### config.mk
export PLATFORM = sky130hd
export DESIGN_NAME = periodic_tick
export DESIGN_NICKNAME = d
export VERILOG_FILES = /design/src/rtl/periodic_tick.sv
export SDC_FILE = /design/constraint.sdc
export NUM_CORES = 1
export LEC_CHECK = 0
export BUFFER_PORTS_ARGS = -buffer_cell sky130_fd_sc_hd__buf_2
export CORE_MARGIN = 1
export CORE_UTILIZATION = 60
export CTS_CLUSTER_SIZE = 28
export DETAILED_ROUTE_END_ITERATION = 7
export PLACE_DENSITY = 0.82
export SYNTH_ARGS = -nofsm -noshare
export SYNTH_HDL_FRONTEND = slang
export SYNTH_SLANG_ARGS = --single-unit
### constraint.sdc
create_clock -name clk -period 12.1 [get_ports clk]
set_input_delay 2.42 -clock clk [delete_from_list [all_inputs] [get_ports clk]]
set_output_delay 2.42 -clock clk [all_outputs]
set_load 0.05 [all_outputs]
### src/rtl/periodic_tick.sv
// periodic_tick: programmable clock divider that emits a wrapping tick
// sequence number on a stb/ack stream, counts ticks lost while the consumer
// stalls, and accepts new periods through its own stb/ack stream.
module periodic_tick #(
  parameter int          WIDTH          = 16,
  parameter int          PERIOD_WIDTH   = 32,
  parameter int unsigned DEFAULT_PERIOD = 50000000
) (
  input  logic                    clk,
  input  logic                    rst,
  input  logic [PERIOD_WIDTH-1:0] input_period,
  input  logic                    input_period_stb,
  output logic                    input_period_ack,
  output logic [WIDTH-1:0]        output_tick,
  output logic                    output_tick_stb,
  input  logic                    output_tick_ack,
  output logic [WIDTH-1:0]        overrun
);

  localparam logic [PERIOD_WIDTH-1:0] RESET_PERIOD = PERIOD_WIDTH'(DEFAULT_PERIOD);
  localparam logic [PERIOD_WIDTH-1:0] ONE_PERIOD   = PERIOD_WIDTH'(1);
  localparam logic [WIDTH-1:0]        ONE_COUNT    = WIDTH'(1);

  logic [PERIOD_WIDTH-1:0] period_q, period_d;
  logic [PERIOD_WIDTH-1:0] prescaler_q, prescaler_d;
  logic [WIDTH-1:0]        seq_q, seq_d;
  logic [WIDTH-1:0]        tick_q, tick_d;
  logic [WIDTH-1:0]        overrun_q, overrun_d;
  logic                    tickStb_q, tickStb_d;
  logic                    periodAck_q, periodAck_d;

  logic periodXfer;
  logic periodNonZero;
  logic terminalCount;
  logic tickEvent;
  logic tickXfer;

  // Decode handshakes and the terminal count; a period write steals the event.
  always_comb begin
    periodXfer    = input_period_stb & periodAck_q;
    periodNonZero = |period_q;
    terminalCount = periodNonZero && (prescaler_q == (period_q - ONE_PERIOD));
    tickEvent     = terminalCount & ~periodXfer;
    tickXfer      = tickStb_q & output_tick_ack;
  end

  // Period register and prescaler: a write restarts the count, zero pauses it.
  always_comb begin
    period_d    = period_q;
    prescaler_d = prescaler_q;
    if (periodXfer) begin
      period_d    = input_period;
      prescaler_d = '0;
    end else if (!periodNonZero || terminalCount) begin
      prescaler_d = '0;
    end else begin
      prescaler_d = prescaler_q + ONE_PERIOD;
    end
  end

  // Period ack is a registered one-cycle pulse, so a held stb is acked every other cycle.
  always_comb begin
    periodAck_d = input_period_stb & ~periodAck_q;
  end

  // Tick output stream: load a fresh tick when the slot is free, otherwise count the loss.
  always_comb begin
    seq_d     = seq_q;
    tick_d    = tick_q;
    tickStb_d = tickStb_q;
    overrun_d = overrun_q;
    if (tickEvent) begin
      seq_d = seq_q + ONE_COUNT;
      if (!tickStb_q || output_tick_ack) begin
        tick_d    = seq_q;
        tickStb_d = 1'b1;
      end else if (overrun_q != '1) begin
        overrun_d = overrun_q + ONE_COUNT;
      end
    end else if (tickXfer) begin
      tickStb_d = 1'b0;
    end
  end

  // State registers with synchronous reset that also discards any pending tick.
  always_ff @(posedge clk) begin
    if (rst) begin
      period_q    <= RESET_PERIOD;
      prescaler_q <= '0;
      seq_q       <= '0;
      tick_q      <= '0;
      overrun_q   <= '0;
      tickStb_q   <= 1'b0;
      periodAck_q <= 1'b0;
    end else begin
      period_q    <= period_d;
      prescaler_q <= prescaler_d;
      seq_q       <= seq_d;
      tick_q      <= tick_d;
      overrun_q   <= overrun_d;
      tickStb_q   <= tickStb_d;
      periodAck_q <= periodAck_d;
    end
  end

  assign input_period_ack = periodAck_q;
  assign output_tick      = tick_q;
  assign output_tick_stb  = tickStb_q;
  assign overrun          = overrun_q;

endmodule

Word-level counts from Yosys, hierarchy flattened
Index checks and enable logic that the tools add are counted.
- RAM bits: 0
- output and inout bits: 34
- bits in latches: 0
- input bits: 36
- memories kept: 0
- word-level logic and storage cells: 35
- memory bits (read-only): 0
- flip-flop bits (word level): 114
- divide/modulo/power cells: 0
- multiplexer cells: 3
- multiply operators: 0
- reduce and logical (&&, ||, !) cells: 11
- shift operators: 0
- eq/ne operators: 3
- $lt $le $gt $ge: 0
- add/sub/neg operators: 4
- bitwise logic cells: 7
- operators by type and width (operator ; count):
    16-bit by 1-bit adder with 16-bit output, second input constant ; 2
    32-bit by 1-bit adder with 32-bit output, second input constant ; 1
    32-bit equality test ; 1
    32-bit OR reduction ; 1
    32-bit by 1-bit subtractor with 32-bit output, second input constant ; 1
    16-bit inequality test, second input constant ; 1
    1-bit AND ; 4
    2-bit AND reduction ; 2
    1-bit 2-to-1 mux ; 3
    1-bit NOT ; 3
    3-bit AND reduction ; 1
    3-bit OR reduction ; 1
    1-bit zero test ; 2
    1-bit logical OR ; 2
    2-bit by 1-bit inequality test with 1-bit output, second input constant ; 1
    2-bit nonzero test ; 1
    1-bit logical AND ; 1

Depth between registers and ports, before layout
- word-level depth: 6
- gate-level depth with buffers: 14
- gate-level depth less buffers: 11

Worst setup path after synthesis
No wires, ideal clock.
- path kind: input port to flip-flop
- start: input input_period_stb
- end: register overrun_q[13] (netlist: overrun[13])
- path slack: 7.554 ns
- data required time: 11.979 ns
- cell stages on the path: 8
- buffers on the path: 1
- arrival time: 4.425 ns
- library setup time: 0.121 ns
- cell sequence: and2_1 > clkbuf_1 > a31oi_1 > nand3_1 > nand4b_1 > nor4_2 > and3_1 > mux2_2
- longest elaborated chain between the ends: 4
- ends and longest elaborated chain (item ; RTL line ; source):
    start: declaration ; 12 ; input logic input_period_stb,
    1-bit AND ; 40 ; periodXfer = input_period_stb & periodAck_q;
    1-bit NOT ; 43 ; tickEvent = terminalCount & ~periodXfer;
    1-bit AND ; 43 ;
    3-bit AND reduction (no line) ; - ;
    end signal: assignment ; 100 ; overrun_q <= overrun_d;
    end: declaration ; 28 ; logic [WIDTH-1:0] overrun_q, overrun_d;
No other way between the ends.
A chain may end at the register's enable or synchronous reset.

Worst setup path in the final report
Ends and elaborated chain as after synthesis.

==> metrics <==
die width=100 um; per-cell routed wire length=14.9 um; dominant synthesized flop cell=dfxtp_1; drt first pass iters=5; Critical Path Source=input_period_stb; Max Clock Freq=213 MHz; Post-layout nets=814; switch share=23.1%; Commonest cells post-synth=dfxtp_1 (114), nand2_1 (99), nor2_1 (88), xnor2_1 (45), a21oi_1 (44); post-DP HPWL=9.34 mm; CTS tree=done; Initial DRC Count=275; hold endpoint=input_period_ack; maxcap violations=0; Setup crit end kind=flip-flop; htree depth=4; Worst-Skew Late Latency=520 ps; CP delay by family, top=simple AND/OR/NAND/NOR gates; initial antenna violation count=0; Area Overhead vs Synth=15.7%; met3 wire length=936 um; # setup viols final=0; CTS buffer count=17; Sequential Power Share=44.1%; critical path class=in2reg; Final Cycle Share=38.9%; CP max-delay cell=nor4_2; worst IR drop on VDD=105 uV; first-pass GRT wire length=22.9 mm; NetSw=0.000203 W; vias in the first global route=4985; Worst Reg2Reg Path Length in Cells=11; post-synth top area share=39.5%; Hold Buf Count CTS=0; Worst-path clk slew=60 ps; Final min period=4710 ps; CP arrival=5120 ps; Initial Util=62.2%; power share of the clock group=51.2%; max-slew violation count=0; Top Layer Used=met4; detailed-route wire length=13.7 mm; Leak Pwr=2.57 nW; worst path required time=12510 ps; final setup margin=7390 ps; Synth cell types=51; wl on met1=5.84 mm; worst hold slack=451 ps; Yosys top cell by area=dfxtp_1; Resized cells post-CTS=0; cell count after synthesis=717; GRT Util Overall=28.7%; min-delay src=input_period_ack; Via density=5.76; synthesized area=5780 um^2; Worst Max-Slew Pin Slew=1190 ps; Post-synth EDFFs=0; clock skew=6.75 ps; setup TNS=0 ps; I/O Buffers=69; Met2 Routed Length=6.62 mm; dpl ws=6970 ps; combinational share of power=4.7%; synth top area cells=dfxtp_1 (39%), xnor2_1 (6.8%), nand2_1 (6.4%), nor2_1 (5.7%), xor2_1 (4.9%); final non-filler cell total=914; largest net degree at the start of global routing=88; n_diodes=0; DIE AREA=10000 um^2; Row Count=35; CTS max path bufs=2; Synthesized Nets=757; reg2reg setup slack=7470 ps; Clock Tree Root=clkbuf_8; synth warn=0; CP Cell Sequence=buf_2 -> and2_1 -> buf_4 -> a31oi_1 -> nand3_1 -> nand4b_1 -> nor4_2 -> and3_1 -> mux2_2; I/O pin count=70; CP peak stage delay=740 ps; share of layout cells above drive strength 1=14.8%; Final Hold Vio Count=0; global route overflow=0; Async SR Flop Fraction=0%; unrepaired setup endpoints after global routing=no; post-CTS setup buffer count=0; Buffers & Inverters on Critical Path=2; routed vias=5262; Final ANT Viol Nets=0; Die Y=100 um; Relative slew margins=20.6%; Hold Crit Class=reg2reg; Power per Cell Area=132 nW/um^2; Sink Count=114; Post-Place Cells=884; status=complete, no violations; CP max FO=33; CORE AREA=9280 um^2; r2r endpoint=output_tick[11]; Synth Area per Inst=8.06 um^2; sequential area share after synthesis=39.5%; drc violations=0; FF-to-FF Start=period_q[0]; kind of start point of the critical path=primary input; most instantiated library cell after synthesis=dfxtp_1; hold path cells=1; Pwr Total=0.000880 W; P_int=0.000677 W; Yosys reg bits=114; GP Congestion=0.908
==> cells by family after synthesis <==
| logic type | after synthesis | share of synthesized area (%) |
|---|---|---|
| buf+inv | 49 | 3.59 |
| fa+ha+maj | 4 | 0.866 |
| xor+xnor | 77 | 11.7 |
| mux | 22 | 3.83 |
| compound gates | 91 | 9.64 |
| flops | 114 | 39.5 |
| simple gates | 360 | 30.9 |
==> how the worst max path moves through the flow <==
stage	slack [ps]	cells past startpoint	endpoint
global placement	7070	9	overrun[13]
CTS	7450	9	overrun[13]
detailed placement	6970	9	overrun[13]
floorplan	7550	8	overrun[13]
finish	7390	9	overrun[13]
global route	7040	11	output_tick[10]
==> layout make-up <==
| cell class | instances | area (um^2) |
|---|---|---|
| repair buffers | 72 | 368 |
| clock inverters | 10 | 86.3 |
| inverters | 15 | 56.3 |
| flip-flops and latches | 114 | 2280 |
| well taps | 129 | 161 |
| clock buffers | 20 | 445 |
| multi-input cells | 554 | 3290 |
| fillers | 763 | 2600 |
==> registers in the layout, indices dropped and copies added, names as in the netlist <==
name and cells:
input_period_ack 1, output_tick 16, output_tick_stb 1, overrun 16, period_q 32, prescaler_q 32
seq_q 16
==> power groups by stage <==
stage	sequential, W	clock, W	combinational, W
detailed placement	0.000396	0	0.0000411
finish	0.000388	0.000450	0.0000414
floorplan	0.000394	0	0.0000299
global route	0.000389	0.000471	0.0000461
global placement	0.000396	0	0.0000397
CTS	0.000388	0.000453	0.0000414
==> layer usage <==
layer,vias to the layer above,track usage (%)
li1,2606,-
met1,2453,35.1
met2,179,47.8
met3,24,8.08
met4,0,11.1
met5,-,0
==> cells in the final DEF (no fill, tap or decap), types with 4 or more instances in the layout <==
cell type  count
nand3b_1      14
a21oi_1       44
dfxtp_1      114
xor2_1        32
o31ai_1        7
and3_1        12
nand3_1       36
clkinv_2       5
nand4_1       12
xnor2_1       45
nor4_1        11
nor2_1        88
ha_1           4
mux2i_1       21
or3_1         22
a31o_2         5
nand2_1       99
nor2b_1        6
clkbuf_16     16
or4_1         13
inv_1         15
o21ai_0       15
buf_2         69
nand2b_1       6
nor3_1        22
==> stage by stage <==
step / area [um^2] / util [%]
2_1_floorplan: 5780 / -
3_3_place_gp: 6160 / 66.3
3_5_place_dp: 6160 / 66.3
4_1_cts: 6690 / 72.0
5_1_grt: 6690 / 72.0
6_report: 6690 / 72.0
Power figures use the tool's default switching activity.
